## config.mk

```make
export PLATFORM = sky130hd
export DESIGN_NAME = jtdd_adpcm_arb
export DESIGN_NICKNAME = d
export VERILOG_FILES = /design/src/rtl/jtdd_adpcm_arb.sv
export SDC_FILE = /design/constraint.sdc
export NUM_CORES = 1
export LEC_CHECK = 0
export CAP_MARGIN = 20
export CORE_MARGIN = 4
export CORE_UTILIZATION = 49
export DETAILED_ROUTE_END_ITERATION = 8
export PLACE_DENSITY = 0.8
export SYNTH_ARGS = -nofsm -noshare
export SYNTH_HDL_FRONTEND = slang
export SYNTH_SLANG_ARGS = --single-unit
```

## constraint.sdc

```tcl
create_clock -name clk -period 3.3 [get_ports clk]
set_input_delay 0.825 -clock clk [delete_from_list [all_inputs] [get_ports clk]]
set_output_delay 0.825 -clock clk [all_outputs]
set_load 0.05 [all_outputs]
```

## src/rtl/jtdd_adpcm_arb.sv

```systemverilog
// Two-channel ADPCM ROM arbiter: one-byte cache per channel, misses fetched
// round-robin through a single SDRAM slot with a stale-ok guard window.

module jtdd_adpcm_arb_lane #(
  parameter int AW = 16
) (
  input  logic          clk,
  input  logic          rst,
  input  logic [AW-1:0] addr,
  input  logic          cs,
  input  logic          fill,
  input  logic [AW-1:0] fill_tag,
  input  logic [7:0]    fill_data,
  output logic          ok,
  output logic          miss,
  output logic [7:0]    data
);
  logic [AW-1:0] tag;
  logic          valid;
  logic          hit;

  always_ff @(posedge clk) begin
    if (rst) begin
      tag   <= '0;
      data  <= '0;
      valid <= 1'b0;
    end else if (fill) begin
      tag   <= fill_tag;
      data  <= fill_data;
      valid <= 1'b1;
    end
  end

  // Hits are combinational so a cached byte comes back in the same cycle
  assign hit  = valid & (tag == addr);
  assign ok   = cs & hit;
  assign miss = cs & ~hit;
endmodule

module jtdd_adpcm_arb #(
  parameter int AW  = 16,
  parameter int GAP = 1
) (
  input  logic          clk,
  input  logic          rst,
  input  logic [AW-1:0] ch0_addr,
  input  logic          ch0_cs,
  output logic [7:0]    ch0_data,
  output logic          ch0_ok,
  input  logic [AW-1:0] ch1_addr,
  input  logic          ch1_cs,
  output logic [7:0]    ch1_data,
  output logic          ch1_ok,
  output logic [AW:0]   rom_addr,
  output logic          rom_cs,
  input  logic [7:0]    rom_data,
  input  logic          rom_ok
);
  localparam int NUM_LANES = 2;
  localparam int CW = (GAP > 0) ? $clog2(GAP + 1) : 1;

  typedef enum logic [1:0] {ST_IDLE, ST_GAP, ST_WAIT} st_t;

  st_t                             st;
  logic                            sel, last, pick;
  logic [AW-1:0]                   fadr;
  logic [CW-1:0]                   cnt;
  logic                            fill;
  logic [NUM_LANES-1:0][AW-1:0]    lane_addr;
  logic [NUM_LANES-1:0][7:0]       lane_data;
  logic [NUM_LANES-1:0]            lane_cs, lane_ok, lane_miss, lane_fill;

  assign lane_addr = {ch1_addr, ch0_addr};
  assign lane_cs   = {ch1_cs, ch0_cs};
  assign fill      = (st == ST_WAIT) & rom_ok;

  genvar i;
  generate
    for (i = 0; i < NUM_LANES; i++) begin : g_lane
      assign lane_fill[i] = fill & (sel == 1'(i));
      jtdd_adpcm_arb_lane #(.AW(AW)) u_lane (
        .clk       (clk),
        .rst       (rst),
        .addr      (lane_addr[i]),
        .cs        (lane_cs[i]),
        .fill      (lane_fill[i]),
        .fill_tag  (fadr),
        .fill_data (rom_data),
        .ok        (lane_ok[i]),
        .miss      (lane_miss[i]),
        .data      (lane_data[i])
      );
    end
  endgenerate

  assign ch0_ok   = lane_ok[0];
  assign ch1_ok   = lane_ok[1];
  assign ch0_data = lane_data[0];
  assign ch1_data = lane_data[1];

  // On contention take the channel not served last; otherwise the lone miss
  assign pick = (&lane_miss) ? ~last : lane_miss[1];

  always_ff @(posedge clk) begin
    if (rst) begin
      st       <= ST_IDLE;
      rom_cs   <= 1'b0;
      rom_addr <= '0;
      last     <= 1'b1;
      sel      <= 1'b0;
      fadr     <= '0;
      cnt      <= '0;
    end else begin
      case (st)
        ST_IDLE: if (|lane_miss) begin
          sel      <= pick;
          last     <= pick;
          fadr     <= lane_addr[pick];
          rom_addr <= {pick, lane_addr[pick]};
          rom_cs   <= 1'b1;
          cnt      <= CW'(GAP);
          st       <= (GAP == 0) ? ST_WAIT : ST_GAP;
        end
        ST_GAP: begin
          cnt <= cnt - CW'(1);
          if (cnt <= CW'(1)) st <= ST_WAIT;
        end
        ST_WAIT: if (rom_ok) begin
          rom_cs <= 1'b0;
          st     <= ST_IDLE;
        end
        default: st <= ST_IDLE;
      endcase
    end
  end
endmodule

```

==> impl_metrics.ini, run 1 <==
[status]
outcome = finished clean

[finish]
area_growth_pct = 48.14
multiInputGateArea_um2 = 1818
regArea_um2 = 1421
drive_gt1_frac = 0.1768
fill_cells = 471
nets = 549
final_area_um2 = 4725
antenna_cells = 0

[pwr]
p_per_area_nw_per_um2 = 479.7
p_leak_uw = 0.001742
ir_worst_vdd_mv = 0.3014

[setup_path]
cp.arrival_ns = 2.44
startpoint_type = input pin
path_class = input pin to output pin
end_kind = output pin
cp_max_fo = 2
cp_data_required_time_ns = 2.47

[synth]
yosysTopAreaCell = dfxtp_1
ys_ff_latch = 71
ys_types = 30
async_flop_share = 0
syn-num-nets = 446
synthXorXnorAreaFrac = 0.09062
ys_top_cells_by_area = dfxtp_1 (45%), nand2_1 (12%), a21oi_1 (8.0%)
synth_top_family_by_area = simple AND/OR/NAND/NOR gates
yosys.area_share.simple = 0.2444
ys.flop_type = dfxtp_1
yosys_warnings = 0
synth_common_cells = nand2_1 (103), dfxtp_1 (71), a21oi_1 (51)
netlist_instances = 401
synth_area_um2 = 3189
synth_top_area_share = 0.4457
synthMuxAreaShare = 0
post-synth-top-count-cell = nand2_1
synth_edf_count = 0
ys_seq_area_frac = 0.4457
synth.avg_cell_area_um2 = 7.953
synth_compound_area_frac = 0.1758
synth-adder-area-share = 0

[routing]
drtIter0Drc = 311
drc = 0
wl_per_cell_um = 18.18
drtPass1Iterations = 5
viasPerCell = 5.891
wl_mm = 10.66
postRouteAntennaNets = 0
vias = 3452

[clock_network]
htree_num_levels = 3
path_clk_slew_ns = 0.07
cts_tree = yes
clk_latency_ns = 0.34
cts-root-buf = clkbuf_8
numClockSinks = 71
cts_buffer_depth = 2
cts_hold_buffers = 0
cts_made_buffers = 9

[floorplan]
ios = 81
start_util = 0.5023
die_y_um = 88.68
fp.dieW_um = 88.68
num_rows = 29
dieArea_um2 = 7863
core_um2 = 6350

[place]
gp_congestion = 0.8955
dp_hpwl_mm = 7.015
post-place-ws_ns = -0.2144
placement.io_buffers = 80
dpl-instance-area_um2 = 4235

[global_routing]
grt_max_degree = 39
grt_pass1_wl_mm = 16.46
gr-total-overflow = 0
first_global_vias = 3391
track_usage = 0.2739
antenna_found_initial = 0

[sta]
fin_crit_sh = 0.9881
setup_tns_ns = 0
hold_viol = 0
slew-limit-headroom = 0.3616
slew_violations = 0
min_period_ns = 3.261
fin_skew_ns = 0.005744
setup_ws_ns = 0.03939
tightestPinTransition_ns = 0.9576
clock.fmax_ghz = 0.3067
setup_viol = 0
hold_ws_ns = 0.4537

[hold_path]
holdCritPathClass = flop to flop

[job]
maxCapViolCount = 0
==> cells in the final DEF (no fill, tap or decap), drive strengths merged, types with 2 or more instances in the layout <==
cell type	n
clkdlybuf4s50	52
dlygate4sd2	19
bufinv	3
dfxtp	71
xor2	5
inv	5
dlymetal6s2s	3
or2	3
nand4	10
a21oi	51
nor2	10
a41oi	2
o21ai	17
clkinv	2
nor4bb	2
xnor2	28
clkdlybuf4s15	3
a311oi	16
nand2	103
nor3	20
clkbuf	10
nand3	19
or3	2
buf	43
==> critical path: stages <==
cell and delay (ns):
dlygate4sd2_1 0.25, xor2_1 0.17, or3_1 0.37, or4_4 0.45
nor3_4 0.22, buf_12 0.16
==> report_power, final <==
group	internal (µW)	switching [µW]	total, µW	leakage [µW]
clock network	520	324	844	0.000122
registers	896	43.4	939	0.000578
logic	194	289	483	0.00104
==> final cells by class <==
cell class	count	area share
Clock buffer	10	0.02913
Clock inverter	6	0.02278
Inverter	5	0.003972
Multi-Input combinational cell	297	0.3848
Sequential cell	71	0.3008
Tap cell	77	0.02039
Timing Repair Buffer	120	0.2381
==> registers in the layout, indices dropped and copies added, names as in the netlist <==
name / flops
g_lane.u_lane.tag: 32
rom_addr: 17
g_lane.u_lane.data: 16
g_lane.u_lane.valid: 2
st: 2
last: 1
rom_cs: 1
==> worst paths after layout <==
path                                              start                                    end  slack [ns]  cells after the start
setup / recovery                            ch1_addr[1]                                 ch1_ok        0.04                      6
hold / removal    g_lane[0].u_lane.data[1]$_SDFFE_PP0P_  g_lane[0].u_lane.data[1]$_SDFFE_PP0P_        0.45                      2
setup reg to reg   g_lane[1].u_lane.tag[8]$_SDFFE_PP0P_              rom_addr[14]$_SDFFE_PP0P_        0.64                     15
hold reg to reg   g_lane[0].u_lane.data[1]$_SDFFE_PP0P_  g_lane[0].u_lane.data[1]$_SDFFE_PP0P_        0.45                      2
==> logic make-up (layout without fill, tap and decap cells) <==
group,after synthesis,after routing
AOI/OAI and AO/OA,90,90
xor gates and xnor gates,33,33
buffers and inverters,33,141
DFF,71,71
and+or+nand+nor,174,174
==> layer usage <==
metal  up-vias  share of wire  GRT usage
met3        40           0.11    0.07076
li1       1596              -          -
met4         0          0.034     0.1291
met5         -              0          0
met1      1595           0.38     0.3456
met2       221           0.48     0.4366
==> per-stage QoR <==
step	total power, µW	std cells	utilization
final	2266	586	0.7440
after global routing	2342	586	0.7440
after CTS	2255	585	0.7338
after detailed placement	1407	557	0.6670
after global placement	1401	557	0.6670
after floorplan	1205	401	-
==> repair_timing <==
action	4_1_cts	5_1_grt
endpoints found under the setup margin	2	18
buffers inserted	12	1
pin swaps	14	8
resized for setup	40	11
(Power assumes the default switching activity.)
==> run 2: changes to the inputs <==
--- a/config.mk
+++ b/config.mk
@@ -9,7 +9,10 @@
 export CORE_MARGIN = 4
 export CORE_UTILIZATION = 49
 export DETAILED_ROUTE_END_ITERATION = 8
+export GPL_TIMING_DRIVEN = 0
 export PLACE_DENSITY = 0.8
+export SLEW_MARGIN = 20
 export SYNTH_ARGS = -nofsm -noshare
 export SYNTH_HDL_FRONTEND = slang
+export SYNTH_HIERARCHICAL = 1
 export SYNTH_SLANG_ARGS = --single-unit
==> run 2 against run 1 <==
First-iteration DRC count down 42%. Clock power increased by 1%. Setup slack improved by 0.012 ns. Design area decreased by 8.4%. Count of clock-buffer cells in the layout stayed put. Routed wire length is 17% lower. Sequential cell count stayed put. Register-to-register slack improved by 0.37 ns. Global-route usage fell by 4.0 points. Final cell count is 15% lower. Critical path type unchanged. Largest cell class unchanged. Largest power group unchanged.
==> impl_metrics.ini, run 2 <==
[sta]
slew-limit-headroom = 0.5306
fin_crit_sh = 0.9844
tightestPinTransition_ns = 0.7041
clock.fmax_ghz = 0.3078
min_period_ns = 3.248
rsz0062_at_grt = no
slew_violations = 0
fin_skew_ns = 0.006611
setup_viol = 0
hold_viol = 0
hold_ws_ns = 0.4746

[floorplan]
start_util = 0.5024
num_rows = 29
core_um2 = 6314
ios = 81
fp.dieW_um = 88.46
die_y_um = 88.46
dieArea_um2 = 7824

[pwr]
power.total_uw = 2229
p_per_area_nw_per_um2 = 515.0
p_leak_uw = 0.001506
ir_worst_vdd_mv = 0.3124

[status]
outcome = finished clean

[synth]
netlist_instances = 327
yosys_warnings = 6
ys_seq_area_frac = 0.4481
ys_ff_latch = 71
synth_common_cells = dfxtp_1 (71), nor2_1 (58), mux2i_1 (49)
ys_types = 25
ys_top_cells_by_area = dfxtp_1 (45%), mux2i_1 (15%), xnor2_1 (8.8%)
yosysTopAreaCell = dfxtp_1
async_flop_share = 0
synth.avg_cell_area_um2 = 9.700
synth_area_um2 = 3172
synth_edf_count = 0
syn-num-nets = 372
ys.flop_type = dfxtp_1
post-synth-top-count-cell = dfxtp_1
synth_top_area_share = 0.4481

[place]
dp_hpwl_mm = 6.306
gp_congestion = 0.8424
placement.io_buffers = 80
dpl-instance-area_um2 = 4069

[finish]
antenna_cells = 0
area_growth_pct = 36.49
regMostFlops = g_lane.u_lane/tag
final_area_um2 = 4329
drive_gt1_frac = 0.1158
nets = 463
final_core_util = 0.6857
layout_commonest_cell = clkdlybuf4s50_1
largest_register_ffs = 32
reg_top3 = g_lane.u_lane/tag (32), rom_addr (17), g_lane.u_lane/data (16)
final_cell_mix = clkdlybuf4s50_1 (78), dfxtp_1 (71), nor2_1 (58), mux2i_1 (49), nand2_1 (34)

[clock_network]
htree_num_levels = 3
cts_tree = yes
cts-root-buf = clkbuf_8
clk_latency_ns = 0.35
path_clk_slew_ns = 0.08
cts_buffer_depth = 2
cts_made_buffers = 9
numClockSinks = 71
postCtsSetupBuffers = 0

[global_routing]
grt_pass1_wl_mm = 13.74
first_global_vias = 2720
gr-total-overflow = 0
grt_max_degree = 13
track_usage = 0.2337
antenna_found_initial = 0

[setup_path]
cp_data_required_time_ns = 2.47
path_class = input pin to output pin
startpoint_type = input pin
cp.arrival_ns = 2.42
end_kind = output pin
cp_max_fo = 2

[routing]
vias = 2719
drc = 0
postRouteAntennaNets = 0
wl_mm = 8.852
drtPass1Iterations = 5
viasPerCell = 5.438
wl_per_cell_um = 17.70
drtIter0Drc = 180

[hold_path]
holdCritPathClass = flop to flop

[job]
maxCapViolCount = 0
## run 2: critical path, cell delays in order
cell	delay, ns
clkdlybuf4s50_1	0.50
xnor2_1	0.15
nand3_1	0.14
nor4_2	0.36
and4_1	0.25
buf_4	0.20
## run 2: metrics by stage
step	instances	setup WS, ns	TNS [ns]
finish	500	0.05160	0
global route	500	0.004813	0
CTS	500	0.04948	0
detailed placement	484	-0.5738	-1.129
global placement	484	-0.5720	-1.142
floorplan	327	0.6091	0
## run 2: kinds of logic after synthesis
family | count (synthesis) | share of synthesized area
and+or+nand+nor | 111 | 0.1554
muxes | 49 | 0.1546
xor gates and xnor gates | 32 | 0.08836
DFF | 71 | 0.4481
buffers and inverters | 24 | 0.04497
AOI/OAI and AO/OA | 40 | 0.1085
## run 2: final cells by class
type / instances / area [µm²]
fill: 496 / 1984
multi-input combinational: 232 / 1624
sequential: 71 / 1421
timing repair buffer: 80 / 799.5
clock buffer: 10 / 137.6
buffer: 21 / 131.4
clock inverter: 6 / 107.6
tap: 77 / 96.34
inverter: 3 / 11.26
## run 2: where the power goes
part	internal, µW	switching, µW	total, µW	leakage [µW]
combinational	181	260	441	0.000806
sequential	894	40.7	935	0.000578
clock	520	333	853	0.000122
total	1600	634	2230	0.00151
## run 2: final timing paths
path / endpoint / startpoint / depth (start not counted) / slack (ns)
min reg2reg: rom_cs$_SDFFE_PP0P_ / rom_cs$_SDFFE_PP0P_ / 2 / 0.47
max: ch1_ok / ch1_addr[6] / 6 / 0.05
max reg2reg: rom_addr[0]$_SDFFE_PP0P_ / g_lane[0].u_lane/tag[1]$_SDFFE_PP0P_ / 9 / 1.01
min: rom_cs$_SDFFE_PP0P_ / rom_cs$_SDFFE_PP0P_ / 2 / 0.47
## run 2: routing by layer
metal	vias up	part of all wire	GRT usage	wire [µm]
met4	0	0.019	0.08379	168
met1	1300	0.42	0.2896	3741
met2	102	0.49	0.3929	4307
li1	1299	-	-	-
met3	18	0.072	0.06052	635
met5	-	0	0	0
## run 2: repair_timing
action | in CTS | in global routing
hold endpoints to repair | 0 | 0
hold buffers | 0 | 0
pin swaps | 1 | 4
endpoints found under the setup margin | 2 | 2
resized for setup | 12 | 3
